[src/rtl/mips_decode_queue_if.sv]
// Handshake/bus bundle between fetch, the decode queue and execute.
// The queue uses the slave modport; the fetch/execute side uses master.
interface mips_decode_queue_if #(
  parameter int EXC_CNT_W = 8
);
  logic [31:0]          inst;
  logic                 in_valid;
  logic                 in_ready;
  logic                 flush;
  logic                 out_valid;
  logic                 out_ready;
  logic                 zero;
  logic [2:0]           alu_op;
  logic                 writeenable;
  logic                 rd_src;
  logic                 alu_src2;
  logic                 except;
  logic [1:0]           control_type;
  logic                 mem_read;
  logic                 word_we;
  logic                 byte_we;
  logic                 byte_load;
  logic                 lui;
  logic                 slt;
  logic [4:0]           rs;
  logic [4:0]           rt;
  logic [4:0]           rd;
  logic [15:0]          imm;
  logic [EXC_CNT_W-1:0] exc_count;

  modport slave (
    input  inst, in_valid, flush, out_ready, zero,
    output in_ready, out_valid, alu_op, writeenable, rd_src, alu_src2, except,
           control_type, mem_read, word_we, byte_we, byte_load, lui, slt,
           rs, rt, rd, imm, exc_count
  );

  modport master (
    output inst, in_valid, flush, out_ready, zero,
    input  in_ready, out_valid, alu_op, writeenable, rd_src, alu_src2, except,
           control_type, mem_read, word_we, byte_we, byte_load, lui, slt,
           rs, rt, rd, imm, exc_count
  );
endinterface

[src/rtl/mips_decode_queue.sv]
// MIPS decoder feeding a DEPTH-entry FIFO with flush, late branch resolution
// and a saturating exception counter. Optional macro: DECODE_BYPASS_EN.
module mips_decode_queue #(
  parameter int DEPTH     = 2,
  parameter int EXC_CNT_W = 8
) (
  input logic                    clock,
  input logic                    reset,
  mips_decode_queue_if.slave     bus
);
  localparam int PTR_W = $clog2(DEPTH);

  localparam logic [2:0] ALU_ADD = 3'd0;
  localparam logic [2:0] ALU_SUB = 3'd1;
  localparam logic [2:0] ALU_AND = 3'd2;
  localparam logic [2:0] ALU_OR  = 3'd3;
  localparam logic [2:0] ALU_XOR = 3'd4;
  localparam logic [2:0] ALU_NOR = 3'd5;
  localparam logic [2:0] ALU_SLT = 3'd6;

  typedef enum logic [2:0] {
    BR_NONE = 3'd0,
    BR_BEQ  = 3'd1,
    BR_BNE  = 3'd2,
    BR_J    = 3'd3,
    BR_JR   = 3'd4
  } br_kind_t;

  typedef struct packed {
    logic [2:0]  alu_op;
    logic        writeenable;
    logic        rd_src;
    logic        alu_src2;
    logic        except;
    logic        mem_read;
    logic        word_we;
    logic        byte_we;
    logic        byte_load;
    logic        lui;
    logic        slt;
    br_kind_t    kind;
    logic [4:0]  rs;
    logic [4:0]  rt;
    logic [4:0]  rd;
    logic [15:0] imm;
  } entry_t;

  entry_t                 r_mem [DEPTH];
  logic [PTR_W-1:0]       r_head;
  logic [PTR_W-1:0]       r_tail;
  logic [PTR_W:0]         r_count;
  logic [EXC_CNT_W-1:0]   r_excCount;

  entry_t                 w_dec;
  entry_t                 w_head;
  logic                   w_empty;
  logic                   w_full;
  logic                   w_bypass;
  logic                   w_outValid;
  logic                   w_deq;
  logic                   w_deqQueue;
  logic                   w_enq;
  logic [1:0]             w_ctrlType;
  logic                   w_unusedShamt;

  assign w_unusedShamt = ^bus.inst[10:6];

  // Undecodable words leave every control at zero apart from except.
  always_comb begin
    w_dec        = '0;
    w_dec.kind   = BR_NONE;
    w_dec.rs     = bus.inst[25:21];
    w_dec.rt     = bus.inst[20:16];
    w_dec.rd     = bus.inst[15:11];
    w_dec.imm    = bus.inst[15:0];
    case (bus.inst[31:26])
      6'h00: begin
        w_dec.writeenable = 1'b1;
        case (bus.inst[5:0])
          6'h20: w_dec.alu_op = ALU_ADD;
          6'h22: w_dec.alu_op = ALU_SUB;
          6'h24: w_dec.alu_op = ALU_AND;
          6'h25: w_dec.alu_op = ALU_OR;
          6'h27: w_dec.alu_op = ALU_NOR;
          6'h26: w_dec.alu_op = ALU_XOR;
          6'h2a: begin
            w_dec.alu_op = ALU_SLT;
            w_dec.slt    = 1'b1;
          end
          6'h08: begin
            w_dec.writeenable = 1'b0;
            w_dec.kind        = BR_JR;
          end
          default: begin
            w_dec.writeenable = 1'b0;
            w_dec.except      = 1'b1;
          end
        endcase
      end
      6'h08, 6'h0c, 6'h0d, 6'h0e, 6'h0f: begin
        w_dec.writeenable = 1'b1;
        w_dec.rd_src      = 1'b1;
        w_dec.alu_src2    = 1'b1;
        case (bus.inst[31:26])
          6'h0c:   w_dec.alu_op = ALU_AND;
          6'h0d:   w_dec.alu_op = ALU_OR;
          6'h0e:   w_dec.alu_op = ALU_XOR;
          6'h0f:   w_dec.lui    = 1'b1;
          default: w_dec.alu_op = ALU_ADD;
        endcase
      end
      6'h04: begin
        w_dec.alu_op = ALU_SUB;
        w_dec.kind   = BR_BEQ;
      end
      6'h05: begin
        w_dec.alu_op = ALU_SUB;
        w_dec.kind   = BR_BNE;
      end
      6'h23, 6'h24: begin
        w_dec.writeenable = 1'b1;
        w_dec.rd_src      = 1'b1;
        w_dec.alu_src2    = 1'b1;
        w_dec.mem_read    = 1'b1;
        w_dec.byte_load   = (bus.inst[31:26] == 6'h24);
      end
      6'h2b: begin
        w_dec.alu_src2 = 1'b1;
        w_dec.word_we  = 1'b1;
      end
      6'h28: begin
        w_dec.alu_src2 = 1'b1;
        w_dec.byte_we  = 1'b1;
      end
      6'h02: w_dec.kind = BR_J;
      default: w_dec.except = 1'b1;
    endcase
  end

  assign w_empty = (r_count == '0);
  assign w_full  = (r_count == (PTR_W+1)'(DEPTH));

`ifdef DECODE_BYPASS_EN
  assign w_bypass = w_empty & bus.in_valid & ~bus.flush;
`else
  assign w_bypass = 1'b0;
`endif

  assign w_head     = w_bypass ? w_dec : r_mem[r_head];
  assign w_outValid = ~w_empty | w_bypass;
  assign w_deq      = w_outValid & bus.out_ready & ~bus.flush;
  assign w_deqQueue = w_deq & ~w_bypass;
  // A bypassed word that execute takes this cycle never enters the queue.
  assign w_enq      = bus.in_valid & ~w_full & ~bus.flush & ~(w_bypass & bus.out_ready);

  always_ff @(posedge clock) begin
    if (w_enq) r_mem[r_tail] <= w_dec;
  end

  always_ff @(posedge clock or negedge reset) begin
    if (!reset) begin
      r_head  <= '0;
      r_tail  <= '0;
      r_count <= '0;
    end else if (bus.flush) begin
      r_head  <= '0;
      r_tail  <= '0;
      r_count <= '0;
    end else begin
      if (w_enq)      r_tail <= r_tail + 1'b1;
      if (w_deqQueue) r_head <= r_head + 1'b1;
      case ({w_enq, w_deqQueue})
        2'b10:   r_count <= r_count + 1'b1;
        2'b01:   r_count <= r_count - 1'b1;
        default: r_count <= r_count;
      endcase
    end
  end

  always_ff @(posedge clock or negedge reset) begin
    if (!reset) r_excCount <= '0;
    else if (w_deq && w_head.except && (r_excCount != '1)) r_excCount <= r_excCount + 1'b1;
  end

  // Branch direction resolves late, from the zero flag of the head's compare.
  always_comb begin
    w_ctrlType = 2'd0;
    if (w_outValid) begin
      case (w_head.kind)
        BR_BEQ:  w_ctrlType = bus.zero ? 2'd1 : 2'd0;
        BR_BNE:  w_ctrlType = bus.zero ? 2'd0 : 2'd1;
        BR_J:    w_ctrlType = 2'd2;
        BR_JR:   w_ctrlType = 2'd3;
        default: w_ctrlType = 2'd0;
      endcase
    end
  end

  assign bus.in_ready     = ~w_full;
  assign bus.out_valid    = w_outValid;
  assign bus.control_type = w_ctrlType;
  assign bus.exc_count    = r_excCount;
  assign bus.alu_op       = w_outValid ? w_head.alu_op : 3'd0;
  assign bus.writeenable  = w_outValid & w_head.writeenable;
  assign bus.rd_src       = w_outValid & w_head.rd_src;
  assign bus.alu_src2     = w_outValid & w_head.alu_src2;
  assign bus.except       = w_outValid & w_head.except;
  assign bus.mem_read     = w_outValid & w_head.mem_read;
  assign bus.word_we      = w_outValid & w_head.word_we;
  assign bus.byte_we      = w_outValid & w_head.byte_we;
  assign bus.byte_load    = w_outValid & w_head.byte_load;
  assign bus.lui          = w_outValid & w_head.lui;
  assign bus.slt          = w_outValid & w_head.slt;
  assign bus.rs           = w_outValid ? w_head.rs : 5'd0;
  assign bus.rt           = w_outValid ? w_head.rt : 5'd0;
  assign bus.rd           = w_outValid ? w_head.rd : 5'd0;
  assign bus.imm          = w_outValid ? w_head.imm : 16'd0;
endmodule

[src/flat_wrapper.sv]
// flat-port wrapper written by rule: the top's interface ports become plain ports
module mips_decode_queue_flat 
#(
  parameter int DEPTH     = 2,
  parameter int EXC_CNT_W = 8
)
  (clock, reset, bus_inst, bus_in_valid, bus_flush, bus_out_ready, bus_zero, bus_in_ready, bus_out_valid, bus_alu_op, bus_writeenable, bus_rd_src, bus_alu_src2, bus_except, bus_control_type, bus_mem_read, bus_word_we, bus_byte_we, bus_byte_load, bus_lui, bus_slt, bus_rs, bus_rt, bus_rd, bus_imm, bus_exc_count);
  mips_decode_queue_if #(.EXC_CNT_W(EXC_CNT_W)) bus_i ();
  input logic clock;
  input logic reset;
  input wire logic [$bits(bus_i.inst)-1:0] bus_inst;
  input wire logic [$bits(bus_i.in_valid)-1:0] bus_in_valid;
  input wire logic [$bits(bus_i.flush)-1:0] bus_flush;
  input wire logic [$bits(bus_i.out_ready)-1:0] bus_out_ready;
  input wire logic [$bits(bus_i.zero)-1:0] bus_zero;
  output wire logic [$bits(bus_i.in_ready)-1:0] bus_in_ready;
  output wire logic [$bits(bus_i.out_valid)-1:0] bus_out_valid;
  output wire logic [$bits(bus_i.alu_op)-1:0] bus_alu_op;
  output wire logic [$bits(bus_i.writeenable)-1:0] bus_writeenable;
  output wire logic [$bits(bus_i.rd_src)-1:0] bus_rd_src;
  output wire logic [$bits(bus_i.alu_src2)-1:0] bus_alu_src2;
  output wire logic [$bits(bus_i.except)-1:0] bus_except;
  output wire logic [$bits(bus_i.control_type)-1:0] bus_control_type;
  output wire logic [$bits(bus_i.mem_read)-1:0] bus_mem_read;
  output wire logic [$bits(bus_i.word_we)-1:0] bus_word_we;
  output wire logic [$bits(bus_i.byte_we)-1:0] bus_byte_we;
  output wire logic [$bits(bus_i.byte_load)-1:0] bus_byte_load;
  output wire logic [$bits(bus_i.lui)-1:0] bus_lui;
  output wire logic [$bits(bus_i.slt)-1:0] bus_slt;
  output wire logic [$bits(bus_i.rs)-1:0] bus_rs;
  output wire logic [$bits(bus_i.rt)-1:0] bus_rt;
  output wire logic [$bits(bus_i.rd)-1:0] bus_rd;
  output wire logic [$bits(bus_i.imm)-1:0] bus_imm;
  output wire logic [$bits(bus_i.exc_count)-1:0] bus_exc_count;
  assign bus_i.inst = bus_inst;
  assign bus_i.in_valid = bus_in_valid;
  assign bus_i.flush = bus_flush;
  assign bus_i.out_ready = bus_out_ready;
  assign bus_i.zero = bus_zero;
  assign bus_in_ready = bus_i.in_ready;
  assign bus_out_valid = bus_i.out_valid;
  assign bus_alu_op = bus_i.alu_op;
  assign bus_writeenable = bus_i.writeenable;
  assign bus_rd_src = bus_i.rd_src;
  assign bus_alu_src2 = bus_i.alu_src2;
  assign bus_except = bus_i.except;
  assign bus_control_type = bus_i.control_type;
  assign bus_mem_read = bus_i.mem_read;
  assign bus_word_we = bus_i.word_we;
  assign bus_byte_we = bus_i.byte_we;
  assign bus_byte_load = bus_i.byte_load;
  assign bus_lui = bus_i.lui;
  assign bus_slt = bus_i.slt;
  assign bus_rs = bus_i.rs;
  assign bus_rt = bus_i.rt;
  assign bus_rd = bus_i.rd;
  assign bus_imm = bus_i.imm;
  assign bus_exc_count = bus_i.exc_count;
  mips_decode_queue #(.DEPTH(DEPTH), .EXC_CNT_W(EXC_CNT_W)) u_core (.clock(clock), .reset(reset), .bus(bus_i));
endmodule
[config.mk]
export PLATFORM = sky130hd
export DESIGN_NAME = mips_decode_queue_flat
export DESIGN_NICKNAME = d
export VERILOG_FILES = /design/src/rtl/mips_decode_queue_if.sv /design/src/rtl/mips_decode_queue.sv /design/src/flat_wrapper.sv
export SDC_FILE = /design/constraint.sdc
export NUM_CORES = 1
export LEC_CHECK = 0
export CAP_MARGIN = 20
export CORE_MARGIN = 1
export CORE_UTILIZATION = 40
export CTS_CLUSTER_SIZE = 20
export DETAILED_ROUTE_END_ITERATION = 10
export PLACE_DENSITY = 0.68
export SYNTH_ARGS = -nofsm -noshare
export SYNTH_HDL_FRONTEND = slang
export SYNTH_SLANG_ARGS = --single-unit
[constraint.sdc]
create_clock -name clock -period 4.35 [get_ports clock]
set_clock_uncertainty 0.2 [all_clocks]
set_input_delay 0.87 -clock clock [delete_from_list [all_inputs] [get_ports clock]]
set_output_delay 0.87 -clock clock [all_outputs]
set_load 0.02 [all_outputs]
=== Word level (Yosys, flattened, before mapping) ===
Memories as Yosys holds them, arrays and structs flattened.
Cells that the tools add are included.

* Logic and storage cells: 106
* Register bits after elaboration: 12
* Memories kept: 1
* Memory bits (writable): 94
* Output and inout bits: 56

{| class="wikitable"
|+ Memories
! memory !! depth !! width !! rd ports !! clocked after Yosys merged registers in !! write ports !! line !! text
|-
| u_core.r_mem || 2 || 47 || 1 || 0 || 1 || mips_decode_queue.sv:48 || <nowiki>entry_t r_mem [DEPTH];</nowiki>
|}

* Multiplexer cells: 36
* Equality and inequality tests: 28
* Bitwise operators: 17
* Reduce and logical (&&, ||, !) cells: 15
* Add/subtract/negate cells: 5

{| class="wikitable"
|+ Operators with widths
! cell !! number
|-
| 6-bit equality test, second input constant || 11
|-
| 6-bit by 4-bit equality test with 1-bit output, second input constant || 6
|-
| 1-bit two-way mux || 20
|-
| 3-bit case mux with 3 select lines || 2
|-
| 3-bit case mux with 6 select lines || 1
|-
| 16-bit two-way mux || 1
|-
| 5-bit two-way mux || 3
|-
| 1-bit bitwise AND || 14
|-
| 7-bit OR reduction || 2
|-
| 6-bit by 3-bit equality test with 1-bit output, second input constant || 2
|-
| 3-bit case mux with 4 select lines || 1
|-
| 12-bit OR reduction || 1
|-
| 9-bit OR reduction || 1
|-
| 8-bit by 1-bit adder with 8-bit output, second input constant || 1
|-
| 8-bit inequality test, second input constant || 1
|-
| 2-bit case mux with 4 select lines || 1
|-
| 8-bit OR reduction || 1
|-
| 3-bit by 2-bit equality test with 1-bit output, second input constant || 2
|-
| 6-bit by 2-bit equality test with 1-bit output, second input constant || 1
|-
| 6-bit zero test || 1
|-
| 3-bit two-way mux || 2
|-
| 5-bit OR reduction || 1
|-
| 2-bit equality test, second input constant || 2
|-
| 2-bit two-way mux || 2
|-
| 14 further kinds || 21
|}

=== Longest topological paths before layout ===
Gate-level depths: netlist of run 1.

* Depth in word-level cells: 7
* Gate-level depth with buffers: 5
* Gate-level depth less buffers: 5

=== Worst setup path before layout of run 1 ===
Ideal clock, no wire load.

* Path kind: input to register
* Start point: input bus_flush
* End point: memory u_core.r_mem[1][0] (netlist bit) (enable)
* Path slack: -550 ps
* Arrival time: 4198 ps
* Library setup time: 502 ps
* Stages on the path: 2
* Cells stage by stage: clkbuf_1 -> nor3b_1

* Longest elaborated chain between the ends: 4

{| class="wikitable"
|+ Ends and longest elaborated chain
! what !! line !! text
|-
| from (decl) || flat_wrapper.sv:13 || <nowiki>input wire logic [$bits(bus_i.flush)-1:0] bus_flush;</nowiki>
|-
| 1-bit NOT || mips_decode_queue.sv:154 || <nowiki>assign w_enq = bus.in_valid & ~w_full & ~bus.flush & ~(w_bypass & bus.out_ready);</nowiki>
|-
| 1-bit bitwise AND || mips_decode_queue.sv:154 ||
|-
| 1-bit two-way mux || mips_decode_queue.sv:157 || <nowiki>if (w_enq) r_mem[r_tail] <= w_dec;</nowiki>
|-
| 1-bit two-way mux (implied by the code) || mips_decode_queue.sv:157 ||
|-
| to (decl) || mips_decode_queue.sv:48 ||
|}

No other way between the ends.

=== Worst setup path in the final report of run 1 ===
* Start point: register u_core.r_head
* End point: output bus_control_type[0]

* Longest elaborated chain between the ends: 4

{| class="wikitable"
|+ Ends and longest elaborated chain
! what !! line !! text
|-
| from (decl) || mips_decode_queue.sv:49 || <nowiki>logic [PTR_W-1:0] r_head;</nowiki>
|-
| from (signal assigned) || mips_decode_queue.sv:171 || <nowiki>if (w_deqQueue) r_head <= r_head + 1'b1;</nowiki>
|-
| memory read 2 x 47 bit (*) || -- ||
|-
| 3-bit equality test (tied with other cells) || mips_decode_queue.sv:189 || <nowiki>case (w_head.kind)</nowiki>
|-
| 2-bit case mux with 4 select lines (*) || mips_decode_queue.sv:189 ||
|-
| 2-bit two-way mux (*) || mips_decode_queue.sv:188 || <nowiki>if (w_outValid) begin</nowiki>
|-
| to (decl) || flat_wrapper.sv:23 || <nowiki>output wire logic [$bits(bus_i.control_type)-1:0] bus_control_type;</nowiki>
|}

Mark *: on every way between the ends. The rest lies on a longest branch, timed or not.

==> metrics.md, run 1 <==
| Metric | Value |
|---|---|
| Hold_buf cts | 0 |
| Post-synth cell types | 50 |
| Status | completed |
| Clock power share | 0.263 |
| Hold Crit Class | reg2reg |
| Final worst-path cycle share | 0.806 |
| Number of diodes | 0 |
| Total Wirelength | just over 8000 µm |
| GR Util All Layers | 0.156 |
| Starting Density | 0.415 |
| Port Buffers | between 90 and 100 |
| Post-synthesis sequential element count | 96 |
| Vias | 2769 |
| Setup TNS | 0 ps |
| Net switching power | around 540 µW |
| Period minus WS final | 3500 ps |
| Leakage | between 1.5 and 2 nW |
| Initial antenna violation count | 0 |
| Vias in the first global route | approximately 2700 |
| Setup violations, final | 0 |
| Number of flops mapped to enable cells by yosys | 84 |
| Gp weighted congestion | between 0.7 and 0.8 |
| # rows | 37 |
| Crit Path Max Fanout | 16 |
| Worst Hold Slack | approximately 320 ps |
| Mapped cell area | ~0.0043 mm² |
| Clk root buf | clkbuf_8 |
| # DRC | 0 |
| Clk sinks | 96 |
| Required @ worst endpoint | 3280 ps |
| Cts repair resizes | 0 |
| Peak VDD IR | 129 µV |
| Rel. slew slack | 0.609 |
| Fin. max-slew vios | 0 |
| Sequential share of power | 0.545 |
| Worst-Margin Slew | just under 600 ps |
| CTS tree | done |
| Synth warn | 0 |
| Pint | ~1.4 mW |
| Chip Height | 106 µm |
| Drt wl/cell | about 15 µm |
| Clock latency at the later pin of the worst-skew pair | around 350 ps |
| Clock buffer depth | 2 |
| Detail Route Antenna Nets | 0 |
| Final net count | 445 |
| Post-layout util | 0.532 |
| Sequential-to-total area share from yosys stat | 0.657 |
| CP endpoint kind | output port |
| CTS buffer count | 9 |
| Number of vias per cell | 5.06 |
| Switching share of power | 0.273 |
| Core Box Area | 0.0104 mm² |
| Logic gate share of total power | 0.192 |
| Die area | about 0.011 mm² |
| Synthesized area per cell | 13.5 µm² |
| Crit Path Class | reg2out |
| Critical path arrival | ~2400 ps |
| Post-CTS Setup Bufs | 0 |
| DR pass1 iterations | 4 |
| Layout cells sized above 1 | 0.0803 |
| CP startpoint kind | register |
| Boundary Pins | 94 |
| Drt initial violations | 146 |
| Power Density | 360 mW/mm² |
| Net Count, Synth | around 360 |
| Largest net degree at the start of global routing | 43 |
| Synthesis-to-layout area growth | 28.3% |
| Max-Cap Viols | 0 |
| Hpwl dp | approximately 5500 µm |
| R2R setup slack | between 2000 and 2500 ps |
| Fmax | 285 MHz |
| Pwr Total | 1.99 mW |
| First-pass GRT wire length | 13400 µm |
| Die Wd | approximately 110 µm |
| Final hold violation count | 0 |
| Top_reg_cell synth | edfxtp_1 |
| Post-synth ARST share | 0.125 |
| Post-Synthesis Cells | 318 |
| Clk slew on worst S/H paths | ~90 ps |
| RSZ-0062 raised after global routing | no |
| H-tree depth | 3 |
| Congestion Overflow GR | 0 |
==> placed cells by master, fill, tap and decap left out, types with 5 or more instances in the layout <==
| cell type | count |
|---|---|
| nor3_1 | 6 |
| buf_4 | 5 |
| dfrtp_1 | 11 |
| mux2i_1 | 43 |
| nor2_1 | 49 |
| a21oi_1 | 9 |
| nand3_1 | 6 |
| clkbuf_8 | 9 |
| clkdlybuf4s50_1 | 93 |
| xnor2_1 | 7 |
| nand2_1 | 12 |
| edfxtp_1 | 84 |
==> registers in the layout, summed over array words and instances (netlist names) <==
name	count
u_core.r_head	1
u_core.r_mem	84
u_core.bus.exc_count	8
u_core.r_count	2
u_core.r_tail	1
==> synth_stat cells (3+ instances only) <==
| master | instances | share of area |
|---|---|---|
| nor3b_1 | 3 | 0.0052 |
| buf_2 | 7 | 0.0081 |
| mux2i_1 | 43 | 0.10 |
| dfrtp_1 | 12 | 0.070 |
| nand3_1 | 6 | 0.0070 |
| nor2_1 | 50 | 0.044 |
| a31oi_1 | 4 | 0.0058 |
| a21oi_1 | 9 | 0.010 |
| edfxtp_1 | 84 | 0.59 |
| nand4_1 | 4 | 0.0058 |
| o21ai_1 | 4 | 0.0047 |
| xor2_1 | 3 | 0.0061 |
| clkbuf_1 | 5 | 0.0044 |
| nor3_1 | 7 | 0.0081 |
| nand2b_1 | 4 | 0.0058 |
| nand3b_1 | 4 | 0.0070 |
| buf_4 | 5 | 0.0087 |
| nor2b_1 | 4 | 0.0058 |
| xnor2_1 | 7 | 0.014 |
| nand2_1 | 12 | 0.010 |
| and3_1 | 4 | 0.0058 |
==> per-stage QoR <==
stage	setup slack, ps	area, µm²	instances
after global placement	1070	5340	531
after detailed placement	1030	5340	531
after global routing	690	5510	547
after floorplan	922	4310	318
after CTS	793	5510	547
final	845	5510	547
==> power by group through the flow <==
stage                     logic, mW  clock network, mW  registers [mW]
after CTS                     0.387              0.545            1.08
after detailed placement      0.386                  0            1.10
final                         0.381              0.523            1.08
after floorplan               0.201                  0            1.11
after global placement        0.378                  0            1.10
after global routing          0.411              0.577            1.09
==> kinds of logic (layout without fill, tap and decap cells) <==
| group | after synthesis | in the layout | share of synthesized area |
|---|---|---|---|
| DFF | 96 | 96 | 0.657 |
| and+or+nand+nor | 113 | 113 | 0.133 |
| buffers and inverters | 24 | 117 | 0.0338 |
| adders and majority gates | 1 | 1 | 0.00291 |
| AOI/OAI and AO/OA | 28 | 28 | 0.0454 |
| xor gates and xnor gates | 10 | 10 | 0.0204 |
| muxes | 46 | 46 | 0.108 |
==> final cells by class <==
type / count / area (µm²)
Inverter: 3 / 11.3
Sequential cell: 96 / 2820
Tap cell: 136 / 170
Timing Repair Buffer: 98 / 968
Fill cell: 927 / 4860
Clock buffer: 9 / 124
Multi-Input combinational cell: 198 / 1360
Clock inverter: 7 / 55.1
==> per-layer routing <==
| metal | global-route usage | share of wire | vias to the layer above |
|---|---|---|---|
| met5 | 0 | 0 | - |
| met4 | 0.0685 | 0.015 | 0 |
| met3 | 0.0247 | 0.046 | 9 |
| met2 | 0.268 | 0.51 | 69 |
| met1 | 0.194 | 0.43 | 1348 |
| li1 | - | - | 1343 |
==> critical path, cell delays in order, from the launching register on <==
cell,delay [ps]
dfrtp_2,650
mux2_2,430
nor2_1,90
nand3_1,90
a31oi_1,190
clkdlybuf4s50_1,620
==> final timing paths <==
kind | startpoint | to | cells after the start
worst min-delay path | u_core.bus.exc_count[0] | u_core.bus.exc_count[0] | 1
worst max register to register | u_core.r_count[0] | u_core.r_mem[1][34] | 4
max in group asynchronous | reset | u_core.r_head | 1
worst min register to register | u_core.bus.exc_count[0] | u_core.bus.exc_count[0] | 1
min in group asynchronous | reset | u_core.bus.exc_count[3] | 1
worst max-delay path | u_core.r_head | bus_control_type[0] | 5
Note: power is estimated with default switching activity, not from simulation.
==> run 2, diff against run 1 <==
--- a/config.mk
+++ b/config.mk
@@ -10,7 +10,7 @@
 export CORE_UTILIZATION = 40
 export CTS_CLUSTER_SIZE = 20
 export DETAILED_ROUTE_END_ITERATION = 10
-export PLACE_DENSITY = 0.68
+export PLACE_DENSITY = 0.66
 export SYNTH_ARGS = -nofsm -noshare
 export SYNTH_HDL_FRONTEND = slang
 export SYNTH_SLANG_ARGS = --single-unit
==> constraint.sdc (replaced) <==
create_clock -name clock -period 3.6 [get_ports clock]
set_clock_uncertainty 0.2 [all_clocks]
set_input_delay 0.72 -clock clock [delete_from_list [all_inputs] [get_ports clock]]
set_output_delay 0.72 -clock clock [all_outputs]
set_load 0.02 [all_outputs]
==> metrics.md, run 2 (same netlist as run 1, synthesis figures left out) <==
| Metric | Value |
|---|---|
| Status | completed |
| # rows | 37 (unchanged) |
| Clk root buf | clkbuf_8 |
| Clock buffer depth | 2 (unchanged) |
| CP startpoint kind | register |
| R2R setup slack | 1280 ps (-940 ps) |
| Setup violations, final | 0 (unchanged) |
| CP endpoint kind | output port |
| Final hold violation count | 0 (unchanged) |
| Chip Height | 106 µm (unchanged) |
| Clock power share | 0.299 (+0.036) |
| Reg2reg path depth | 4 (unchanged) |
| Post-CTS Setup Bufs | 0 (unchanged) |
| Total Wirelength | 8170 µm (-1.4%) |
| Core Box Area | 0.0104 mm² (unchanged) |
| Vias | 2704 (-2.3%) |
| Inst Count DP | 532 (+0.19%) |
| # DRC | 0 (unchanged) |
| Commonest non-fill, non-tap cell in the layout | clkdlybuf4s50_1 |
| Fmax | 298 MHz |
| Number of diodes | 0 (unchanged) |
| Initial antenna violation count | 0 (unchanged) |
| Worst r2r src | u_core.r_head |
| Met3 usage | 0.0359 (+0.0111) |
| Sequential share of power | 0.519 (-0.026) |
| Crit Reg-Reg Endpoint | u_core.bus.exc_count[1] |
| DR pass1 iterations | 5 (+1) |
| Clk slew on worst S/H paths | 90 ps (about the same) |
| Number of vias per cell | 4.93 (-2.5%) |
| Detail Route Antenna Nets | 0 (unchanged) |
| Crit Path Max Fanout | 17 (+1) |
| Largest register FFs | 84 (unchanged) |
| Critical path arrival | 2440 ps (about the same) |
| CTS tree | done |
| Worst Setup EP | bus_control_type[0] |
| Rel. slew slack | 0.608 (about the same) |
| Hold Path Origin | u_core.bus.exc_count[0] |
| Die Wd | 106 µm (unchanged) |
| First-pass GRT wire length | 13200 µm (-1.2%) |
| RSZ-0062 raised after global routing | no |
| Boundary Pins | 94 (unchanged) |
| Clk sinks | 96 (unchanged) |
| Setup TNS | 0 ps (unchanged) |
| Final net count | 446 (+0.22%) |
| Met1 Use GR | 0.205 (+0.0116) |
| Power Density | 453 mW/mm² (+26%) |
| CTS buffer count | 9 (unchanged) |
| Fin. max-slew vios | 0 (unchanged) |
| Gp weighted congestion | 0.792 (+7.1%) |
| Final std cells w/o fill | 548 (+0.18%) |
| Worst-Margin Slew | 585 ps (-1.18 ps) |
| Period minus WS final | 3360 ps |
| Hold Crit Class | reg2reg |
| Port Buffers | 93 (unchanged) |
| Peak VDD IR | 230 µV (+79%) |
| Die area | 0.0112 mm² (unchanged) |
| Clock latency at the later pin of the worst-skew pair | 350 ps (about the same) |
| Congestion Overflow GR | 0 (unchanged) |
| Met2 Use GR | 0.246 (-0.0210) |
| Switching share of power | 0.254 (-0.0191) |
| Cts repair resizes | 0 (unchanged) |
| Drt initial violations | 112 (-23%) |
| Largest net degree at the start of global routing | 43 (unchanged) |
| Hpwl dp | 5430 µm (-2.0%) |
| Vias in the first global route | 2616 (-3.0%) |
| Most flops, register | u_core.r_mem |
| GR Util All Layers | 0.154 (-0.00182) |
| Net switching power | 642 µW (+18%) |
| Required @ worst endpoint | 2680 ps (-600 ps) |
| Commonest non-fill, non-tap cells in the layout | clkdlybuf4s50_1, edfxtp_1, nor2_1 |
| GRT Max-Usage Layer | met2 |
| Logic gate share of total power | 0.183 (-0.009) |
| CP startpoint | u_core.r_head |
| Pint | 1.88 mW (+30%) |
| H-tree depth | 3 (unchanged) |
| Synthesis-to-layout area growth | 29.6% |
| Drt wl/cell | 14.9 µm (-1.6%) |
| Leakage | 1.86 nW (+1.6%) |
| Hold_buf cts | 0 (unchanged) |
| Starting Density | 0.415 (unchanged) |
| Layout cells sized above 1 | 0.0825 (+0.00223) |
| Crit Path Class | reg2out |
| Max-Cap Viols | 0 (unchanged) |
| Final worst-path cycle share | 0.934 |
run 2: changes by cell type in the layout (fill, tap and decap cells not counted):
cell       delta
bufinv_16     +2
buf_12        +1
clkinv_4      -2
clkinv_2      +1
inv_6         -1
run 2: routing by layer:
metal	share of wire	wire length, µm
met4	0.0098	80
met2	0.49	3970
met1	0.46	3790
met5	0	0
met3	0.039	320
run 2: worst min-delay path by stage:
stage                                    to  slack, ps  cells after the start
CTS                 u_core.bus.exc_count[6]        320                      1
global route        u_core.bus.exc_count[6]        340                      1
floorplan           u_core.bus.exc_count[0]        220                      0
global placement    u_core.bus.exc_count[0]        300                      1
finish              u_core.bus.exc_count[0]        320                      1
detailed placement  u_core.bus.exc_count[0]        310                      1
run 2: power by group through the flow:
stage               Sequential (mW)  Clock [mW]  Combinational (mW)
detailed placement             1.34           0               0.467
global route                   1.32       0.822               0.500
floorplan                      1.34           0               0.243
global placement               1.33           0               0.462
finish                         1.31       0.754               0.462
CTS                            1.31       0.780               0.469
run 2: area by class of cell:
type,instances,area (µm²)
Sequential cell,96,2820
Tap cell,136,170
Clock buffer,9,124
Inverter,3,11.3
Clock inverter,7,93.8
Timing Repair Buffer,99,988
Multi-Input combinational cell,198,1360
Fill cell,900,4800
run 2: worst max-delay path: stages, from the launching register on:
cell and delay [ps]:
dfrtp_2 670, mux2_2 430, nor2_1 110, nand2_1 90, a31oi_1 180, clkdlybuf4s50_1 620
run 2: per-stage QoR:
stage	total power, mW	worst slack, ps	hold WS, ps	cell area, µm²	utilization
floorplan	1.59	322	224	4310	-
global placement	1.79	620	303	5360	0.516
detailed placement	1.80	608	306	5360	0.516
CTS	2.56	203	322	5570	0.537
global route	2.64	104	339	5570	0.537
finish	2.52	239	316	5570	0.537
